[src/rtl/fetch_queue.sv]
// Instruction-fetch stage: owns the PC, issues one IM read per cycle while
// credit allows, and buffers {pc, inst, jump} for decode in a small FIFO.
module fetch_queue #(
  parameter int          DEPTH    = 4,
  parameter logic [31:0] RESET_PC = 32'h0000_0000
) (
  input  logic        clk,
  input  logic        rst,
  output logic [31:0] IM_addr,
  output logic        IM_en,
  input  logic [31:0] IM_rdata,
  output logic        DC_ready,
  input  logic [31:0] next_pc,
  input  logic        jump_out,
  input  logic        mispredict,
  output logic        fq_valid,
  output logic [31:0] fq_pc,
  output logic [31:0] fq_inst,
  output logic        fq_jump,
  input  logic        fq_ready
);

  localparam int AW = $clog2(DEPTH);
  localparam int CW = $clog2(DEPTH + 1);
  localparam logic [CW:0] DEPTH_O = (CW + 1)'(DEPTH);

  typedef struct packed {
    logic [31:0] pc;
    logic [31:0] inst;
    logic        jump;
  } fq_entry_t;

  fq_entry_t      mem [DEPTH];
  logic [31:0]    pc, pend_pc;
  logic           pend_jump, inflight;
  logic [AW-1:0]  rd_ptr, wr_ptr;
  logic [CW-1:0]  count;
  logic [CW:0]    occ_raw, occ;
  logic           pop, push, issue;

  // Credit counts the outstanding read so a full FIFO never receives a push;
  // a pop this cycle frees a slot early so issue resumes without a bubble.
  assign occ_raw  = {1'b0, count} + {{CW{1'b0}}, inflight};
  assign occ      = occ_raw - {{CW{1'b0}}, pop};
  assign fq_valid = rst & (count != '0) & ~mispredict;
  assign pop      = fq_valid & fq_ready;
  assign push     = inflight & ~mispredict;
  assign issue    = rst & ~mispredict & (occ < DEPTH_O);

  assign IM_addr  = pc;
  assign IM_en    = issue;
  assign DC_ready = issue;

  assign fq_pc    = mem[rd_ptr].pc;
  assign fq_inst  = mem[rd_ptr].inst;
  assign fq_jump  = mem[rd_ptr].jump;

  always_ff @(posedge clk or negedge rst) begin
    if (!rst) begin
      pc        <= RESET_PC;
      pend_pc   <= RESET_PC;
      pend_jump <= 1'b0;
      inflight  <= 1'b0;
      rd_ptr    <= '0;
      wr_ptr    <= '0;
      count     <= '0;
    end else if (mispredict) begin
      pc       <= next_pc;
      inflight <= 1'b0;
      rd_ptr   <= '0;
      wr_ptr   <= '0;
      count    <= '0;
    end else begin
      pc       <= next_pc;
      inflight <= issue;
      if (issue) begin
        pend_pc   <= pc;
        pend_jump <= jump_out;
      end
      if (push) wr_ptr <= wr_ptr + 1'b1;
      if (pop)  rd_ptr <= rd_ptr + 1'b1;
      case ({push, pop})
        2'b10:   count <= count + 1'b1;
        2'b01:   count <= count - 1'b1;
        default: count <= count;
      endcase
    end
  end

  // Storage needs no reset; validity is tracked by count alone.
  always_ff @(posedge clk) begin
    if (push) mem[wr_ptr] <= '{pc: pend_pc, inst: IM_rdata, jump: pend_jump};
  end

  assert property (@(posedge clk) disable iff (!rst) occ_raw <= DEPTH_O);

endmodule

[config.mk]
export PLATFORM = sky130hd
export DESIGN_NAME = fetch_queue
export DESIGN_NICKNAME = d
export VERILOG_FILES = /design/src/rtl/fetch_queue.sv
export SDC_FILE = /design/constraint.sdc
export NUM_CORES = 1
export LEC_CHECK = 0
export CORE_MARGIN = 1.5
export CORE_UTILIZATION = 40
export CTS_CLUSTER_DIAMETER = 30
export DETAILED_ROUTE_END_ITERATION = 16
export HOLD_SLACK_MARGIN = 0.1
export REMOVE_ABC_BUFFERS = 1
export SKIP_CTS_REPAIR_TIMING = 1
export SLEW_MARGIN = 25
export SYNTH_ARGS = -nofsm -noshare
export SYNTH_HDL_FRONTEND = slang
export SYNTH_SLANG_ARGS = --single-unit
[constraint.sdc]
create_clock -name clk -period 4.9 [get_ports clk]
set_clock_uncertainty 0.2 [all_clocks]
set_input_delay 0.98 -clock clk [delete_from_list [all_inputs] [get_ports clk]]
set_output_delay 0.98 -clock clk [all_outputs]
set_load 0.02 [all_outputs]
# Yosys cells after proc, flatten, opt, wreduce, memory -nomap -nowiden
# Memory sizes are Yosys's and may differ from the RTL's.
# Index checks and enable logic that the tools add are counted.
# op_classes
n_addsub	6
mul	0
n_div	0
order_cmp	1
n_eq_ne	2
shifts	0
muxes	9
n_bitwise	7
reduce_logical	5
# op_table
op	count
2-bit 2-to-1 mux	4
1-bit bitwise AND	6
3-bit case mux with 2 select lines	1
3-bit nonzero test	2
2-bit by 1-bit adder with 2-bit output, second input constant	2
3-bit by 1-bit adder with 4-bit output	1
4-bit by 3-bit less-than comparator with 1-bit output, second input constant	1
2-bit nonzero test	2
4-bit by 1-bit subtractor with 4-bit output	1
3-bit by 1-bit adder with 3-bit output, second input constant	1
1-bit 2-to-1 mux	3
3-bit 2-to-1 mux	1
3-bit by 1-bit subtractor with 3-bit output, second input constant	1
2-bit by 1-bit equality test with 1-bit output, second input constant	1
2-bit equality test, second input constant	1
2-bit AND reduction	1
1-bit NOT	1
# word_totals
regBits	73
latch_bits	0
mem_bits_rw	260
romBits	0
out_inout_bits	100
wordCells	38
mem_count	1
# memory_table
memory	words	width	rd	rd_ports_with_merged_regs	wr	line	source
mem	4	65	1	0	1	33	fq_entry_t mem [DEPTH];

# Logic depth before layout (Yosys ltp)
# Gate-level depths: netlist of run 1.
# depth
depth_word	8
ltp_mapped	12
mapped_depth_nobuf	9

# Worst setup path after synthesis of run 1
# OpenSTA, ideal clock, no wires.
# synth_path
path_kind	input -> output
startpoint	in mispredict
endpoint	out IM_en
t_arrival_ns	3.124
setup_slack_ns	0.596
cell_stages	12
path_cell_list	nand3b_1 -> nor2_1 -> ha_1 -> inv_1 -> ha_1 -> and3b_1 -> or3_1 -> a211o_1 -> buf_6 -> buf_12 -> inv_1 -> buf_4
# synth_between
elab_chain_cells	6
elab_cells_between_ends	7
# synth_lines
element	line	source
start, declared	15	input logic mispredict,
1-bit NOT (no source line) *	--	
1-bit bitwise AND	45	assign fq_valid = rst & (count != '0) & ~mispredict;
1-bit bitwise AND	46	assign pop = fq_valid & fq_ready;
4-bit by 1-bit subtractor with 4-bit output	44	assign occ = occ_raw - {{CW{1'b0}}, pop};
4-bit by 3-bit less-than comparator with 1-bit output	48	assign issue = rst & ~mispredict & (occ < DEPTH_O);
1-bit bitwise AND *	48	
end, declared	10	output logic IM_en,
# Mark *: on every way between the ends. The rest lies on a longest branch, timed or not.

# Worst setup path in the final report of run 1
# layout_path
startpoint	in mispredict
endpoint	out DC_ready
# layout_between
elab_chain_cells	6
elab_cells_between_ends	7
# layout_lines
element	line	source
1-bit NOT (no source line) *	--	
1-bit bitwise AND	45	
1-bit bitwise AND	46	
4-bit by 1-bit subtractor with 4-bit output	44	
4-bit by 3-bit less-than comparator with 1-bit output	48	
1-bit bitwise AND *	48	
end, declared	12	output logic DC_ready,
# Marks and branches as above.

==> results.md, run 1 <==
- Number of buffers created by CTS: 69
- Routed wire length: 23.7 mm
- Tcrit/Tclk final: 93.3%
- Count of flip-flops with a built-in enable after synthesis: 260
- Iter 0 DRT Violations: 374
- Standard-cell rows: 63
- Maximum level of the CTS H-tree: 3
- Floorplan die height: 177 µm
- Yosys top cell area share: 64.5%
- Highest-delay cell along the critical path: sky130_fd_sc_hd__clkdlybuf4s50_1
- Post-route cell area: 0.0166 mm²
- Critical Path Start: mispredict
- Layout overhead on the synthesized area: 37.5%
- Number of vias per cell: 4.94
- Synthesized instance count: 507
- Average instance area after synthesis: 23.9 µm²
- Crit path setup slack, layout: 0.327 ns
- Sw Pwr: 2010 µW
- Critical Path Sink: DC_ready
- Total number of yosys warnings: 0
- Arrival time of the worst setup path: 3.39 ns
- Fraction of registers with async set or reset after synthesis: 21.9%
- Result of the run: finished, final reports clean
- Final slew viol count: 0
- First-pass iteration count of the detailed router: 4
- Flip-flop and latch count after synthesis: 333
- Share of total power in the clock network: 50.2%
- Total power density per cell area: 546 mW/mm²
- Data required, critical path: 3.72 ns
- Worst Setup Start Kind: input pin
- Share of synthesized area occupied by flip-flops and latches: 79.6%
- Proportion of power drawn by flip-flops and latches: 40.6%
- Post-Place Setup Slack: -0.0588 ns
- Pin slew with the least headroom to its limit: 0.724 ns
- Lkg Pwr: 0.00588 µW
- Normalized max-slew margin: 51.8%
- Wire length per cell after detailed routing: 20.1 µm
- Total Routing Usage GR: 15.7%
- Most frequent cells in the layout: sky130_fd_sc_hd__edfxtp_1 (260), sky130_fd_sc_hd__clkdlybuf4s50_1 (165), sky130_fd_sc_hd__dfrtp_1 (71), sky130_fd_sc_hd__clkbuf_16 (69), sky130_fd_sc_hd__mux4_2 (65)
- Vias in the first global route: 6492
- Slowest cell delay on critical path: 0.41 ns
- Count of input and output buffers: 168
- Initial cell density of the core: 40.7%
- Routability cong.: 0.736
- Max_cap viols: 0
- Hold Fails Final Rpt: 0
- Net total in the final layout: 815
- Area after DPL: 0.0143 mm²
- Clk pin slew, worst setup/hold paths: 0.04 ns
- Number of cell instances on the worst register-to-register path: 10
- First-pass GRT wire length: 36.5 mm
- Num Clock Sinks: 333
- Net switching share of the total power: 22.2%
- Antenna Violating Nets Remaining: 0
- Dominant synthesized flop cell: sky130_fd_sc_hd__edfxtp_1
- Placed instance count: 1057
- Logic gate share of total power: 9.2%
- Floorplan die area: 0.0313 mm²
- Max Clock Freq: 0.219 GHz
- IO Pins: 169
- Clock Path Buffers: 3
- IR drop worst, VDD: 0.000360 V
- Worst hold slack: 0.275 ns
- Cell at the root of the clock tree: sky130_fd_sc_hd__clkbuf_16
- Reg-to-reg startpoint: count[1]
- Worst setup slack for register-to-register paths: 1.41 ns
- Number of design rule violations left after detail routing: 0
- Initial antenna violation count: 1
- Most common cell after layout, fill and taps aside: sky130_fd_sc_hd__edfxtp_1
- Detailed-placement wirelength estimate: 13.7 mm
- Insertion delay of the later-clocked pin in the worst-skew pair: 0.54 ns
- Count of non-filler cells in the finished layout: 1182
- Worst Path Max Fanout: 2
- Series of cell instances along the critical path: clkdlybuf4s50_1 > nand3b_1 > nor2_2 > ha_1 > inv_1 > ha_1 > and3b_1 > or3_1 > a211o_2 > inv_1 > dlymetal6s2s_1
- RR Endpoint: pend_pc[16]
- Syn Std Cell Area: 0.0121 mm²
- Critical Path End Type: output pin
- Core Area: 0.0297 mm²
- Unrepaired setup endpoints after global routing: false
- Largest cells by area after synthesis: sky130_fd_sc_hd__edfxtp_1 (64%), sky130_fd_sc_hd__dfrtp_1 (15%), sky130_fd_sc_hd__mux4_2 (12%)
- Class of the tightest hold or removal check: in -> async
- Final Setup Violations: 0
- Diode count: 0
- Total internal power: 7070 µW
- Share of layout cells above drive strength 1: 29.4%
- CTS tree: yes
- Unique masters post-synth: 32
- Total gr overflow: 0
- Routed via count: 5842
- Layout fillers: 2247
- Horizontal die dimension: 177 µm
- Time the worst path needs with I/O delays and setup: 4.57 ns
- Largest area contributor in the netlist: sky130_fd_sc_hd__edfxtp_1
- Pin count of the biggest net entering global routing: 52
- Category of the critical setup timing path: in -> out
==> stage by stage <==
stage | power [µW] | setup TNS [ns] | util, %
5_1_grt | 9420 | 0 | 56.0
2_1_floorplan | 4180 | 0 | -
3_3_place_gp | 4520 | 0 | 47.9
4_1_cts | 9180 | -0.132 | 56.0
3_5_place_dp | 4580 | -0.112 | 48.2
6_report | 9080 | 0 | 56.0
==> synthesized netlist by cell type (all sizes together), types with 3 or more instances <==
library cell / n
edfxtp: 260
dfrtp: 73
mux4: 65
mux2: 34
buf: 12
clkbuf: 9
inv: 9
nor2: 9
ha: 7
and2: 4
xnor2: 4
or3: 3
==> power groups by stage <==
| stage | combinational [µW] | sequential (µW) | clock [µW] |
|---|---|---|---|
| finish | 835 | 3680 | 4560 |
| global route | 894 | 3730 | 4800 |
| CTS | 850 | 3680 | 4640 |
| detailed placement | 846 | 3730 | 0 |
| global placement | 821 | 3700 | 0 |
| floorplan | 489 | 3690 | 0 |
==> critical path: cells and delay by family <==
family | cells | cell delay (ns)
buffers and inverters | 4 | 0.74
and+or+nand+nor | 4 | 0.89
AOI/OAI and AO/OA | 1 | 0.35
adders and majority gates | 2 | 0.44
==> layer usage <==
layer  GRT usage [%]  part of all wire, %  vias up  wire [µm]
li1                -                    -     2555          -
met1            19.8                   41     3024       9790
met2            26.0                   50      211      11800
met3            4.04                  6.8       50       1600
met4            6.07                  2.2        2        511
met5               0                0.055        -         13
==> cell type report <==
type | count | area [µm²] | area share [%]
clock buffer | 79 | 1760 | 10.6
timing repair buffer | 181 | 1860 | 11.2
tap | 390 | 488 | 2.93
inverter | 9 | 33.8 | 0.203
multi-input combinational | 144 | 2310 | 13.9
clock inverter | 46 | 552 | 3.32
sequential | 333 | 9640 | 57.9
==> cell families after synthesis <==
| group | share of synthesized area, % |
|---|---|
| fa+ha+maj | 0.889 |
| compound gates | 0.279 |
| simple gates | 1.20 |
| mux | 16.3 |
| buf+inv | 1.48 |
| xor+xnor | 0.289 |
| flops | 79.6 |
==> state kept, by name, summed over array words and instances (netlist names) <==
| name | count |
|---|---|
| mem | 260 |
| pend_jump | 1 |
| inflight | 1 |
| pend_pc | 32 |
| wr_ptr | 2 |
| rd_ptr | 2 |
| count | 3 |
| IM_addr | 32 |
==> how the worst min path moves through the flow <==
| stage | end | depth (start not counted) | slack (ns) |
|---|---|---|---|
| final | pend_pc[28] | 2 | 0.27 |
| after global routing | IM_addr[3] | 2 | 0.28 |
| after CTS | IM_addr[3] | 2 | 0.27 |
| after detailed placement | pend_pc[25] | 1 | 0.30 |
| after global placement | mem[1][35] | 0 | 0.29 |
| after floorplan | mem[0][33] | 0 | 0.27 |
Power figures use the tool's default switching activity.
==> run 2, diff against run 1 <==
Settings changed: CELL_PAD_IN_SITES_DETAIL_PLACEMENT set to 0, CELL_PAD_IN_SITES_GLOBAL_PLACEMENT set to 1, PLACE_DENSITY_LB_ADDON set to 0.1.
==> run 2 against run 1 <==
Utilization increased by 0.45 points. Total power increased by 1.2%. Clock power up 2%. Register-to-register slack better by 0.09 ns. Cell count increased by 0.51%. Critical path depth unchanged. Design area rose by 0.80%. Combinational power rose by 1%. Critical endpoint unchanged. Largest cell class unchanged.
==> results.md, run 2 (synthesis gave the netlist of run 1 again) <==
- Result of the run: finished, final reports clean
- Worst hold slack: 0.271 ns (-0.00410 ns)
- Pin count of the biggest net entering global routing: 52 (unchanged)
- Routed wire length: 23.9 mm (+0.73%)
- Most common cell after layout, fill and taps aside: sky130_fd_sc_hd__edfxtp_1
- Series of cell instances along the critical path: clkdlybuf4s50_1 > nand3b_1 > nor2_1 > ha_1 > inv_1 > ha_1 > and3b_1 > or3_1 > a211o_2 > inv_1 > dlymetal6s2s_1
- Area after DPL: 0.0144 mm² (+0.26%)
- Diode count: 0 (unchanged)
- Floorplan die height: 177 µm (unchanged)
- Net switching share of the total power: 21.8% (-0.34 points)
- Worst Path Max Fanout: 2 (unchanged)
- Total power density per cell area: 547 mW/mm² (+0.35%)
- Net total in the final layout: 818 (+0.37%)
- Unrepaired setup endpoints after global routing: false
- Number of cell instances on the worst register-to-register path: 10 (unchanged)
- Critical Path Sink: DC_ready
- Time the worst path needs with I/O delays and setup: 4.56 ns (-0.0166 ns)
- Number of buffers created by CTS: 72 (+4.3%)
- Highest-delay cell along the critical path: sky130_fd_sc_hd__clkdlybuf4s50_1
- Worst Setup Start Kind: input pin
- Share of layout cells above drive strength 1: 29.3% (-0.096 points)
- Number of design rule violations left after detail routing: 0 (unchanged)
- Routability cong.: 0.727 (-1.2%)
- Detailed-placement wirelength estimate: 13.2 mm (-3.4%)
- Max Clock Freq: 0.219 GHz (+0.36%)
- Normalized max-slew margin: 51.7% (about the same)
- Max_cap viols: 0 (unchanged)
- Core Area: 0.0297 mm² (unchanged)
- Worst setup slack for register-to-register paths: 1.50 ns (+0.09 ns)
- Data required, critical path: 3.72 ns (about the same)
- Post-route cell area: 0.0168 mm² (+0.80%)
- Initial antenna violation count: 0 (-1)
- Critical Path End Type: output pin
- Insertion delay of the later-clocked pin in the worst-skew pair: 0.54 ns (about the same)
- Most frequent cells in the layout: sky130_fd_sc_hd__edfxtp_1 (260), sky130_fd_sc_hd__clkdlybuf4s50_1 (165), sky130_fd_sc_hd__clkbuf_16 (74), sky130_fd_sc_hd__dfrtp_1 (71), sky130_fd_sc_hd__mux4_2 (65)
- Critical Path Start: mispredict
- CTS tree: yes
- Count of input and output buffers: 168 (unchanged)
- Arrival time of the worst setup path: 3.38 ns (about the same)
- First-pass GRT wire length: 36.5 mm (about the same)
- Flip-flop count of the largest register after layout: 260 (unchanged)
- Category of the critical setup timing path: in -> out
- First-pass iteration count of the detailed router: 4 (unchanged)
- Clk pin slew, worst setup/hold paths: 0.04 ns (about the same)
- Share of total power in the clock network: 50.8% (+0.6 points)
- Horizontal die dimension: 177 µm (unchanged)
- Layout fillers: 2224 (-1.0%)
- Logic gate share of total power: 9.2% (about the same)
- Maximum level of the CTS H-tree: 3 (unchanged)
- Reg with most FFs: mem
- Proportion of power drawn by flip-flops and latches: 40.0% (-0.6 points)
- Routed via count: 5840 (-0.034%)
- Total Routing Usage GR: 15.8% (+0.086 points)
- Hold Fails Final Rpt: 0 (unchanged)
- Layout overhead on the synthesized area: 38.6%
- Total power after layout: 9180 µW (+1.2%)
- Total internal power: 7180 µW (+1.6%)
- Sw Pwr: 2000 µW (-0.41%)
- Tcrit/Tclk final: 93.0% (-0.34 points)
- IR drop worst, VDD: 0.000349 V (-3.1%)
- Antenna Violating Nets Remaining: 0 (unchanged)
- Class of the tightest hold or removal check: in -> async
- Number of vias per cell: 4.92 (-0.54%)
- Vias in the first global route: 6620 (+2.0%)
- Wire length per cell after detailed routing: 20.1 µm (+0.22%)
- RR Endpoint: pend_pc[7]
- Cell at the root of the clock tree: sky130_fd_sc_hd__clkbuf_16
- Final Setup Violations: 0 (unchanged)
- Iter 0 DRT Violations: 327 (-13%)
- Initial cell density of the core: 40.7% (unchanged)
- Lkg Pwr: 0.00594 µW (+1.0%)
- Final slew viol count: 0 (unchanged)
- Slowest cell delay on critical path: 0.41 ns (about the same)
- IO Pins: 169 (unchanged)
- Floorplan die area: 0.0313 mm² (unchanged)
- Standard-cell rows: 63 (unchanged)
- Clock Path Buffers: 3 (unchanged)
- Total gr overflow: 0 (unchanged)
- Num Clock Sinks: 333 (unchanged)
- Pin slew with the least headroom to its limit: 0.724 ns (+0.000728 ns)
- Reg-to-reg startpoint: count[1]
[run 2: routing by layer]
layer	global-route usage, %	up-vias	part of all wire, %
li1	-	2557	-
met1	19.8	3035	42
met2	26.4	196	51
met3	4.12	52	5.6
met4	5.76	0	1.9
met5	0	-	0
[run 2: cell type report]
type                       count  area, µm²  area share (%)
inverter                       9       33.8           0.201
tap                          390        488            2.91
clock buffer                  93       1990            11.9
sequential                   333       9640            57.5
timing repair buffer         181       1890            11.3
clock inverter                38        420            2.51
multi-input combinational    144       2300            13.7
[run 2: power by group through the flow]
stage                     clock (µW)  combinational (µW)  sequential (µW)
final                           4670                 845             3670
after detailed placement           0                 860             3720
after CTS                       4760                 865             3670
after floorplan                    0                 489             3690
after global routing            4900                 910             3710
after global placement             0                 836             3690
[run 2: worst min path at each step]
stage                  endpoint  slack, ns  depth (start not counted)
detailed placement  pend_pc[17]       0.30                          1
finish              IM_addr[15]       0.27                          2
global route        IM_addr[15]       0.29                          2
floorplan            mem[0][33]       0.27                          0
global placement     mem[1][37]       0.28                          0
CTS                 IM_addr[15]       0.28                          2
[run 2: worst max-delay path, delay by kind of cell]
kind / cells / cell delay, ns
adders and majority gates: 2 / 0.42
and+or+nand+nor: 4 / 0.83
buffers and inverters: 4 / 0.76
AOI/OAI and AO/OA: 1 / 0.38
[run 2: per-stage QoR]
step / utilization (%) / setup TNS (ns) / setup slack [ns] / instances
3_3_place_gp: 47.9 / -0.102 / -0.0512 / 1052
6_report: 56.5 / 0 / 0.343 / 1188
4_1_cts: 56.4 / -0.0757 / -0.0403 / 1188
2_1_floorplan: - / 0 / 0.0480 / 486
5_1_grt: 56.5 / 0 / 0.183 / 1188
3_5_place_dp: 48.3 / -0.0744 / -0.0396 / 1057
==> run 3, diff against run 2 <==
Settings changed: CORE_ASPECT_RATIO set to 0.8, CTS_CLUSTER_SIZE set to 16, GPL_ROUTABILITY_DRIVEN set to 0.
==> run 3 against run 2 <==
Routed wire length decreased by 0.15%. Sequential share of layout area rose by 1.1 points. Largest cell class unchanged. Design area decreased by 1.8%. Largest power group unchanged. Count of clock-buffer cells in the layout shrank 20. Critical path depth stayed put. Combinational power down 0.9%. First-iteration DRC count shrank 4.0%. Fmax up 2.2%.
==> results.md, run 3 (synthesis gave the netlist of run 1 again) <==
- Result of the run: finished, final reports clean
- Number of vias per cell: 4.82 (-2.0%)
- Data required, critical path: 3.72 ns (about the same)
- Time the worst path needs with I/O delays and setup: 4.46 ns (-0.0965 ns)
- Proportion of power drawn by flip-flops and latches: 42.4% (+2.4 points)
- RR Endpoint: pend_pc[17]
- Routed via count: 5711 (-2.2%)
- Layout fillers: 2274 (+2.2%)
- Antenna Violating Nets Remaining: 0 (unchanged)
- Wire length per cell after detailed routing: 20.1 µm (+0.11%)
- Diode count: 0 (unchanged)
- Initial cell density of the core: 40.9% (+0.21 points)
- Post-route cell area: 0.0165 mm² (-1.8%)
- Final slew viol count: 0 (unchanged)
- Flip-flop count of the largest register after layout: 260 (unchanged)
- Iter 0 DRT Violations: 314 (-4.0%)
- Total power density per cell area: 527 mW/mm² (-3.8%)
- Category of the critical setup timing path: in -> out
- Net switching share of the total power: 22.1% (+0.32 points)
- Share of total power in the clock network: 48.0% (-2.8 points)
- Number of cell instances on the worst register-to-register path: 10 (unchanged)
- Area used by sequential logic in the layout: 0.00964 mm² (unchanged)
- Sw Pwr: 1920 µW (-4.2%)
- Number of design rule violations left after detail routing: 0 (unchanged)
- Floorplan die area: 0.0313 mm² (about the same)
- Total gr overflow: 0 (unchanged)
- Worst Path Max Fanout: 2 (unchanged)
- Reg with most FFs: mem
- Max Clock Freq: 0.224 GHz (+2.2%)
- Worst setup slack for register-to-register paths: 1.65 ns (+0.15 ns)
- Clock Path Buffers: 3 (unchanged)
- Worst Setup Start Kind: input pin
- Floorplan die height: 159 µm (-10%)
- Number of buffers created by CTS: 60 (-17%)
- Net total in the final layout: 806 (-1.5%)
- TNS Setup: 0 ns (unchanged)
- Logic gate share of total power: 9.6% (+0.4 points)
- Lkg Pwr: 0.00577 µW (-2.7%)
- Max_cap viols: 0 (unchanged)
- Share of layout cells above drive strength 1: 28.2% (-1.1 points)
- Most frequent cells in the layout: sky130_fd_sc_hd__edfxtp_1 (260), sky130_fd_sc_hd__clkdlybuf4s50_1 (165), sky130_fd_sc_hd__dfrtp_1 (71), sky130_fd_sc_hd__mux4_2 (65), sky130_fd_sc_hd__clkbuf_16 (60)
- Reg-to-reg startpoint: count[1]
- Pin count of the biggest net entering global routing: 51 (-1.9%)
- Most common cell after layout, fill and taps aside: sky130_fd_sc_hd__edfxtp_1
- First-pass GRT wire length: 36.3 mm (-0.53%)
- Detailed-placement wirelength estimate: 13.7 mm (+3.6%)
- First-pass iteration count of the detailed router: 7 (+3)
- IO Pins: 169 (unchanged)
- Unrepaired setup endpoints after global routing: false
- Area of combinational cells with multiple inputs: 0.00231 mm² (+0.22%)
- Routed wire length: 23.9 mm (-0.15%)
- Class of the tightest hold or removal check: in -> async
- Final Setup Violations: 0 (unchanged)
- Count of input and output buffers: 168 (unchanged)
- Num Clock Sinks: 333 (unchanged)
- Initial antenna violation count: 0 (unchanged)
- Clk pin slew, worst setup/hold paths: 0.05 ns (about the same)
- Critical Path Start: mispredict
- Core Area: 0.0296 mm² (-0.50%)
- Total internal power: 6750 µW (-5.9%)
- Area after DPL: 0.0144 mm² (about the same)
- CTS tree: yes
- Total Routing Usage GR: 15.8% (about the same)
- Normalized max-slew margin: 51.9% (+0.15 points)
- IR drop worst, VDD: 0.000250 V (-28%)
- Hold Fails Final Rpt: 0 (unchanged)
- Critical Path Sink: DC_ready
- Vias in the first global route: 6317 (-4.6%)
- Insertion delay of the later-clocked pin in the worst-skew pair: 0.57 ns (+0.03 ns)
- Critical Path End Type: output pin
- Arrival time of the worst setup path: 3.28 ns (-0.10 ns)
- Standard-cell rows: 56 (-11%)
- Layout overhead on the synthesized area: 36.0%
- Tcrit/Tclk final: 91.0% (-2.0 points)
- Pin slew with the least headroom to its limit: 0.722 ns (-0.00221 ns)
- Cell at the root of the clock tree: sky130_fd_sc_hd__clkbuf_16
- Horizontal die dimension: 198 µm (+12%)
- Maximum level of the CTS H-tree: 2 (-1)
run 3: cell types whose count changed in the layout (fill, tap and decap cells not counted):
| cell | previous run | this run |
|---|---|---|
| sky130_fd_sc_hd__clkbuf_1 | 12 | 7 |
| sky130_fd_sc_hd__buf_16 | 5 | 4 |
| sky130_fd_sc_hd__nor3_2 | 0 | 1 |
| sky130_fd_sc_hd__clkbuf_8 | 7 | 6 |
| sky130_fd_sc_hd__clkinv_1 | 6 | 7 |
| sky130_fd_sc_hd__bufinv_16 | 7 | 9 |
| sky130_fd_sc_hd__clkbuf_16 | 74 | 60 |
| sky130_fd_sc_hd__inv_6 | 5 | 6 |
| sky130_fd_sc_hd__clkinvlp_4 | 7 | 6 |
| sky130_fd_sc_hd__nor3_1 | 1 | 0 |
| sky130_fd_sc_hd__buf_12 | 1 | 2 |
| sky130_fd_sc_hd__clkinv_2 | 8 | 6 |
run 3: worst min-delay path by stage:
| stage | endpoint | slack, ns | cells past startpoint |
|---|---|---|---|
| 2_1_floorplan | mem[0][33] | 0.27 | 0 |
| 3_3_place_gp | mem[0][34] | 0.28 | 0 |
| 3_5_place_dp | pend_pc[8] | 0.29 | 1 |
| 4_1_cts | IM_addr[31] | 0.27 | 2 |
| 5_1_grt | IM_addr[31] | 0.28 | 2 |
| 6_report | IM_addr[31] | 0.27 | 2 |
run 3: cell type report:
cell class,count,area share [%]
inverter,9,0.205
timing repair buffer,181,11.5
clock inverter,39,2.89
multi-input combinational,144,14.0
sequential,333,58.6
tap,406,3.09
clock buffer,73,9.78
run 3: worst max-delay path, stage by stage:
cell and delay (ns):
sky130_fd_sc_hd__clkdlybuf4s50_1 0.41, sky130_fd_sc_hd__nand3b_1 0.18, sky130_fd_sc_hd__nor2_1 0.14, sky130_fd_sc_hd__ha_1 0.17, sky130_fd_sc_hd__inv_1 0.04, sky130_fd_sc_hd__ha_1 0.25, sky130_fd_sc_hd__and3b_1 0.16, sky130_fd_sc_hd__or3_1 0.30
sky130_fd_sc_hd__a211o_2 0.35, sky130_fd_sc_hd__inv_1 0.06, sky130_fd_sc_hd__dlymetal6s2s_1 0.23
run 3: power groups by stage:
stage               clock [µW]  combinational, µW  sequential [µW]
floorplan                    0                489             3690
global placement             0                826             3700
detailed placement           0                848             3730
CTS                       4240                854             3680
global route              4370                895             3710
finish                    4160                837             3680
run 3: layer usage:
metal,part of all wire (%),track usage (%),vias up
li1,-,-,2525
met1,43,20.1,2967
met2,49,26.1,169
met3,6.2,4.24,50
met4,2.3,5.96,0
met5,0,0,-
run 3: through the flow:
stage | power [µW] | hold WS (ns) | cells | worst slack [ns] | util, %
finish | 8680 | 0.268 | 1185 | 0.440 | 55.7
global route | 8980 | 0.284 | 1185 | 0.350 | 55.7
CTS | 8780 | 0.274 | 1185 | 0.0362 | 55.7
detailed placement | 4580 | 0.295 | 1073 | 0.0436 | 48.6
global placement | 4520 | 0.285 | 1068 | 0.0649 | 48.2
floorplan | 4180 | 0.271 | 486 | 0.0480 | -
